File: config.mk
export PLATFORM = sky130hd
export DESIGN_NAME = hazard_forward_ctrl
export DESIGN_NICKNAME = d
export VERILOG_FILES = /design/src/rtl/hazard_forward_ctrl.sv
export SDC_FILE = /design/constraint.sdc
export NUM_CORES = 1
export LEC_CHECK = 0
export CAP_MARGIN = 20
export CORE_MARGIN = 3
export CORE_UTILIZATION = 35
export DETAILED_ROUTE_END_ITERATION = 10
export SYNTH_ARGS = -nofsm -noshare
export SYNTH_HDL_FRONTEND = slang
export SYNTH_SLANG_ARGS = --single-unit
File: constraint.sdc
create_clock -name CLK -period 1.75 [get_ports CLK]
set_input_delay 0.175 -clock CLK [delete_from_list [all_inputs] [get_ports CLK]]
set_output_delay 0.175 -clock CLK [all_outputs]
set_load 0.02 [all_outputs]
File: src/rtl/hazard_forward_ctrl.sv
// Hazard/forwarding controller: shadow scoreboard of ID/EX, EX/MEM, MEM/WB with stall,
// flush and ALU-operand forwarding. Define HAZARD_FORWARD_EN to enable operand forwarding.
module hazard_forward_ctrl #(
   parameter int unsigned REG_AW = 5
) (
   input  logic              CLK,
   input  logic              nRST,
   input  logic              ihit,
   input  logic              dhit,
   input  logic [REG_AW-1:0] rs_id,
   input  logic [REG_AW-1:0] rt_id,
   input  logic              dec_uses_rt,
   input  logic              dec_regwen,
   input  logic              dec_memread,
   input  logic              dec_memwrite,
   input  logic [REG_AW-1:0] dec_wsel,
   input  logic              branch_taken,
   output logic [1:0]        forwarda,
   output logic [1:0]        forwardb,
   output logic              pipe_adv,
   output logic              hz_stall,
   output logic              ifid_flush,
   output logic              idex_bubble
);

   logic              idex_valid_q, idex_regwen_q, idex_memread_q, idex_memwrite_q;
   logic [REG_AW-1:0] idex_wsel_q;
   logic              exmem_valid_q, exmem_regwen_q, exmem_memread_q, exmem_memwrite_q;
   logic [REG_AW-1:0] exmem_wsel_q;
   logic              memwb_valid_q, memwb_regwen_q;
   logic [REG_AW-1:0] memwb_wsel_q;

   logic rs_idex_hit, rt_idex_hit, rs_exmem_hit, rt_exmem_hit;
   logic hazard;

   // Register 0 is excluded from every match so it never forwards or stalls.
   assign rs_idex_hit  = idex_valid_q && (idex_wsel_q != '0) && (idex_wsel_q == rs_id);
   assign rt_idex_hit  = idex_valid_q && (idex_wsel_q != '0) && dec_uses_rt &&
                         (idex_wsel_q == rt_id);
   assign rs_exmem_hit = exmem_valid_q && (exmem_wsel_q != '0) && (exmem_wsel_q == rs_id);
   assign rt_exmem_hit = exmem_valid_q && (exmem_wsel_q != '0) && dec_uses_rt &&
                         (exmem_wsel_q == rt_id);

   assign pipe_adv = ihit &&
                     !(exmem_valid_q && (exmem_memread_q || exmem_memwrite_q) && !dhit);

`ifdef HAZARD_FORWARD_EN
   assign hazard = idex_memread_q && (rs_idex_hit || rt_idex_hit);
`else
   assign hazard = (idex_regwen_q && (rs_idex_hit || rt_idex_hit)) ||
                   (exmem_regwen_q && (rs_exmem_hit || rt_exmem_hit));
`endif

   // Branch flush wins over a load-use stall; all controls are quiet while in reset.
   assign ifid_flush  = nRST && branch_taken;
   assign hz_stall    = nRST && hazard && !branch_taken;
   assign idex_bubble = ifid_flush || hz_stall;

   always_ff @(posedge CLK or negedge nRST) begin
      if (!nRST) begin
         idex_valid_q     <= 1'b0;
         idex_regwen_q    <= 1'b0;
         idex_memread_q   <= 1'b0;
         idex_memwrite_q  <= 1'b0;
         idex_wsel_q      <= '0;
         exmem_valid_q    <= 1'b0;
         exmem_regwen_q   <= 1'b0;
         exmem_memread_q  <= 1'b0;
         exmem_memwrite_q <= 1'b0;
         exmem_wsel_q     <= '0;
         memwb_valid_q    <= 1'b0;
         memwb_regwen_q   <= 1'b0;
         memwb_wsel_q     <= '0;
      end else if (pipe_adv) begin
         memwb_valid_q    <= exmem_valid_q;
         memwb_regwen_q   <= exmem_regwen_q;
         memwb_wsel_q     <= exmem_wsel_q;
         exmem_valid_q    <= idex_valid_q;
         exmem_regwen_q   <= idex_regwen_q;
         exmem_memread_q  <= idex_memread_q;
         exmem_memwrite_q <= idex_memwrite_q;
         exmem_wsel_q     <= idex_wsel_q;
         if (idex_bubble) begin
            idex_valid_q    <= 1'b0;
            idex_regwen_q   <= 1'b0;
            idex_memread_q  <= 1'b0;
            idex_memwrite_q <= 1'b0;
            idex_wsel_q     <= '0;
         end else begin
            idex_valid_q    <= 1'b1;
            idex_regwen_q   <= dec_regwen;
            idex_memread_q  <= dec_memread;
            idex_memwrite_q <= dec_memwrite;
            idex_wsel_q     <= dec_wsel;
         end
      end
   end

`ifdef HAZARD_FORWARD_EN
   logic [1:0] forwarda_d, forwardb_d;
   logic [1:0] forwarda_q, forwardb_q;

   // MEM/WB matches are left to register-file write-through, so they select 00.
   always_comb begin
      forwarda_d = 2'b00;
      forwardb_d = 2'b00;
      if (idex_regwen_q && rs_idex_hit)        forwarda_d = 2'b01;
      else if (exmem_regwen_q && rs_exmem_hit) forwarda_d = 2'b10;
      if (idex_regwen_q && rt_idex_hit)        forwardb_d = 2'b01;
      else if (exmem_regwen_q && rt_exmem_hit) forwardb_d = 2'b10;
   end

   always_ff @(posedge CLK or negedge nRST) begin
      if (!nRST) begin
         forwarda_q <= 2'b00;
         forwardb_q <= 2'b00;
      end else if (pipe_adv) begin
         forwarda_q <= idex_bubble ? 2'b00 : forwarda_d;
         forwardb_q <= idex_bubble ? 2'b00 : forwardb_d;
      end
   end

   assign forwarda = forwarda_q;
   assign forwardb = forwardb_q;
`else
   assign forwarda = 2'b00;
   assign forwardb = 2'b00;
`endif

   // MEM/WB is tracked for completeness; nothing in this block consumes it.
   logic unused_memwb;
   assign unused_memwb = ^{memwb_valid_q, memwb_regwen_q, memwb_wsel_q};

endmodule

==> Yosys cells after proc, flatten, opt, wreduce, memory -nomap -nowiden <==
Index checks and enable logic that the tools add are counted.
{ "totals": {"reg_bits": 18, "in_bits": 24, "output_inout_bits": 8} }
{ "op_classes": {"n_eq_ne": 4, "muxes": 5, "n_reduce_logical": 26} }
{ "op_table": {"columns": ["operator", "count"], "rows": [
  ["5-bit equality test", 4],
  ["1-bit logical AND", 16],
  ["5-bit nonzero test", 2],
  ["1-bit logical OR", 5],
  ["5-bit two-way mux", 1],
  ["1-bit two-way mux", 4],
  ["1-bit logical NOT", 3]
]} }

==> Longest topological paths before layout <==
Gate-level depths: netlist of the first run.
{ "depth": {"depth_word": 11, "depth_mapped": 7, "depth_no_buf": 5} }

==> Least setup slack after synthesis of the first run <==
No wires, ideal clock.
{ "synth_timing": {"path_kind": "register -> output", "startpoint": "register idex_wsel_q[1]", "endpoint": "output idex_bubble", "arrival_time_ns": 1.544, "path_slack_ns": 0.031, "path_stages_with_launch": 6, "cell_sequence": "dfrtp_1 > or4_4 > o211ai_2 > o22ai_1 > buf_6 > o21a_1"} }
{ "synth_between": {"elab_chain_len": 10, "word_cells_on_any_way": 13} }
{ "synth_rtl": {"columns": ["item", "line_no", "source"], "rows": [
  ["start, declared", "27", "logic [REG_AW-1:0] idex_wsel_q;"],
  ["start signal, assigned", "94", "idex_wsel_q <= dec_wsel;"],
  ["5-bit nonzero test", "37, 38", null],
  ["1-bit logical AND", "37, 38", null],
  ["1-bit logical AND (2 in a row)", "38", "assign rt_idex_hit = idex_valid_q && (idex_wsel_q != '0) && dec_uses_rt &&"],
  ["1-bit logical OR *", "50", "assign hazard = (idex_regwen_q && (rs_idex_hit || rt_idex_hit)) ||"],
  ["1-bit logical AND *", "50", null],
  ["1-bit logical OR *", "50", null],
  ["1-bit logical AND * (2 in a row)", "56", "assign hz_stall = nRST && hazard && !branch_taken;"],
  ["1-bit logical OR *", "57", "assign idex_bubble = ifid_flush || hz_stall;"],
  ["end, declared", "23", "output logic idex_bubble"]
]} }
Mark *: on every way between the ends. The rest lies on a longest branch, timed or not.

==> Final worst setup path of the first run <==
{ "layout_timing": {"startpoint": "register exmem_wsel_q[2]", "endpoint": "output hz_stall"} }
{ "layout_between": {"elab_chain_len": 9, "word_cells_on_any_way": 12} }
{ "layout_rtl": {"columns": ["item", "line_no", "source"], "rows": [
  ["start, declared", "29", "logic [REG_AW-1:0] exmem_wsel_q;"],
  ["start signal, assigned", "82", "exmem_wsel_q <= idex_wsel_q;"],
  ["5-bit nonzero test", "40, 41", null],
  ["1-bit logical AND", "40, 41", null],
  ["1-bit logical AND (2 in a row)", "41", "assign rt_exmem_hit = exmem_valid_q && (exmem_wsel_q != '0) && dec_uses_rt &&"],
  ["1-bit logical OR *", "51", "(exmem_regwen_q && (rs_exmem_hit || rt_exmem_hit));"],
  ["1-bit logical AND *", "51", null],
  ["1-bit logical OR *", "50", null],
  ["1-bit logical AND * (2 in a row)", "56", null],
  ["end, declared", "21", "output logic hz_stall,"]
]} }
Marks and branches as above.

==> results of run 1 <==
-- final cells by class --
type,count,area (µm²)
tap,44,55.1
inverter,1,3.75
multi-input combinational,105,659
clock buffer,3,22.5
timing repair buffer,51,455
sequential,18,450
fill,305,1460
-- registers in the layout, summed over array words and instances, names as in the netlist --
| signal | flops |
|---|---|
| idex_regwen_q | 1 |
| exmem_wsel_q | 5 |
| idex_valid_q | 1 |
| idex_wsel_q | 5 |
| exmem_valid_q | 1 |
| idex_memread_q | 1 |
| exmem_regwen_q | 1 |
| exmem_memread_q | 1 |
| exmem_memwrite_q | 1 |
| idex_memwrite_q | 1 |
-- power breakdown --
part           switching, mW  total, mW  internal (mW)  leakage, nW
Sequential            0.0914      0.610          0.518        0.222
Clock                  0.115      0.195         0.0798       0.0138
Combinational          0.281      0.631          0.350        0.502
-- metal layers --
metal  track usage [%]  wire length [µm]
met4              5.12                17
met1              20.2              1300
met3              3.21               176
met2              23.2              1300
met5                 0                 0
-- logic make-up (layout without fill, tap and decap cells) --
logic type / after synthesis / count (layout)
AND/OR/NAND/NOR: 56 / 56
flip-flops: 18 / 18
other: 1 / 4
AO/OA/AOI/OAI: 25 / 25
buffers and inverters: 12 / 55
XOR/XNOR: 20 / 20
-- critical path, stage by stage, from the launching register on --
cell      delay, ns
dfrtp_1        0.45
or4_4          0.53
o211ai_2       0.16
o22ai_2        0.12
and3b_2        0.22
buf_6          0.13
-- cells in the final DEF (no fill, tap or decap) --
cell type and count:
a21oi_1 9, a32oi_1 2, and2_1 1, and3b_2 1, buf_4 23, buf_6 3
clkbuf_4 3, clkdlybuf4s50_1 24, clkinv_1 1, conb_1 4, dfrtp_1 18, dlygate4sd2_1 1
nand2_1 27, nand2b_1 1, nand3b_1 8, nor2_1 4, nor3_1 2, nor3b_1 8
nor4_1 2, o211ai_2 2, o21a_1 1, o21ai_0 5, o21ai_1 4, o22ai_2 1
o31ai_2 1, or4_4 2, xnor2_1 2, xor2_1 18
-- per-stage QoR --
step                setup TNS [ns]  hold WS (ns)  utilization [%]  cells
finish                      -0.623         0.427             53.1    222
global route                -0.913         0.426             53.1    222
CTS                         -0.680         0.408             52.6    221
detailed placement           -3.73         0.464             50.6    214
global placement             -3.33         0.461             50.6    214
floorplan                        0        -0.121                -    135
-- final timing paths --
check,start,end,slack [ns],cells after the start
min in group CLK,dec_memread,idex_memread_q$_DFFE_PN0P_,0.48,3
hold reg to reg,exmem_memread_q$_DFFE_PN0P_,exmem_memread_q$_DFFE_PN0P_,0.48,2
max in group asynchronous,nRST,idex_wsel_q[1]$_DFFE_PN0P_,1.08,2
hold / removal,nRST,exmem_valid_q$_DFFE_PN0P_,0.43,2
setup reg to reg,exmem_wsel_q[2]$_DFFE_PN0P_,idex_valid_q$_DFFE_PN0P_,0.01,5
setup / recovery,exmem_wsel_q[2]$_DFFE_PN0P_,hz_stall,-0.31,5
-- timing repair --
item,CTS,global route
buffers inserted,4,1
hold buffers,0,0
resized for setup,14,5
pin swaps,3,4
setup endpoints to repair,8,11
==> out/qor.yml, run 1 <==
skew_ns: 0.00207
slew_viol_final: 0
final_nets: 204
wire_per_inst_um: 12.6
final_area_um2: 1650
ir_drop_v: 0.000318
io_pins: 32
synth_ff_type: "dfrtp_1"
hold_path_class: "in -> async"
routabilityCongestion: 0.776
worstSetupPathType: "reg -> out"
initial_core_util_pct: 37.3
dp_slack_ns: -0.794
synth.most_common_cell: "nand2_1"
violations: "setup timing"
rows: 20
clk_pin_slew_ns: 0.09
grt_pass1_wl_um: 4830
power.density_nw_per_um2: 872
dp_hpwl_um: 2100
path_max_fanout: 4
grt_max_degree: 29
cp.required_ns: 1.57
setup_viol: 2
synth-compound-area-share_pct: 13.7
drive_gt1_share_pct: 20.2
yosysSeqAreaShare_pct: 38.9
diodes: 0
wl_um: 2800
synth.distinct_cells: 29
yosysWarnings: 0
yosys-top-cells-area: "dfrtp_1 39%, xor2_1 14%, nand2_1 8.8%"
dieArea_um2: 4030
max_cap_viol_count: 0
ant_nets: 0
synth_top_cell_by_area: "dfrtp_1"
synth_top_family_by_area: "simple AND/OR/NAND/NOR gates"
fmax_mhz: 484
ys_top_cells_by_count: "27 x nand2_1, 18 x dfrtp_1, 18 x xor2_1"
synth_top_cell_area_share_pct: 38.9
die_height_um: 63.5
area_delta_synth_final_pct: 42.3
vias: 1033
cp.arrival_ns: 1.89
p_total_mw: 1.44
drt_first_pass_iters: 4
leakage_nw: 0.738
io_buffers: 27
critPathLaunchType: "register"
grt_pass1_vias: 1056
htreeDepth: 1
overflow: 0
drt_iter0_drc: 25
period_minus_slack_ns: 2.06
synth.mux.area_fraction_pct: 0
clock_path_buffers: 2
status: "finished, violations left"
insertion_delay_ns: 0.28
cts_tree: "built"
synthAdderAreaFrac_pct: 0
syn_inst: 132
vias_per_cell: 4.65
grt_setup_unrepaired: "true"
die_x_um: 63.5
post-route-worst-setup-slack_ns: -0.315
synthArstFlopShare_pct: 100
ys_ff_latch: 18
grt_usage_pct: 14.8
finalHoldViolations: 0
period_share_pct: 118
synth.avg_cell_area_um2: 8.77
antenna_found_initial: 0
cts_buffers: 3
drcViolationCount: 0
core-area_um2: 3100
synthSimpleGateAreaFrac_pct: 25.9
synth_edf_count: 0
cts_root_buf: "clkbuf_4"
place_area_um2: 1570
worst_setup_path_end_kind: "output port"
clock_sink_count: 18
netlist_area_um2: 1160
synth_xor_area_share_pct: 15.1
Power figures use the tool's default switching activity.
==> run 2, diff against run 1 <==
- CTS_BUF_LIST: default -> sky130_fd_sc_hd__clkbuf_4
==> results of run 2 <==
Same layout as run 1: the final DEF is identical, and so are final timing and power.
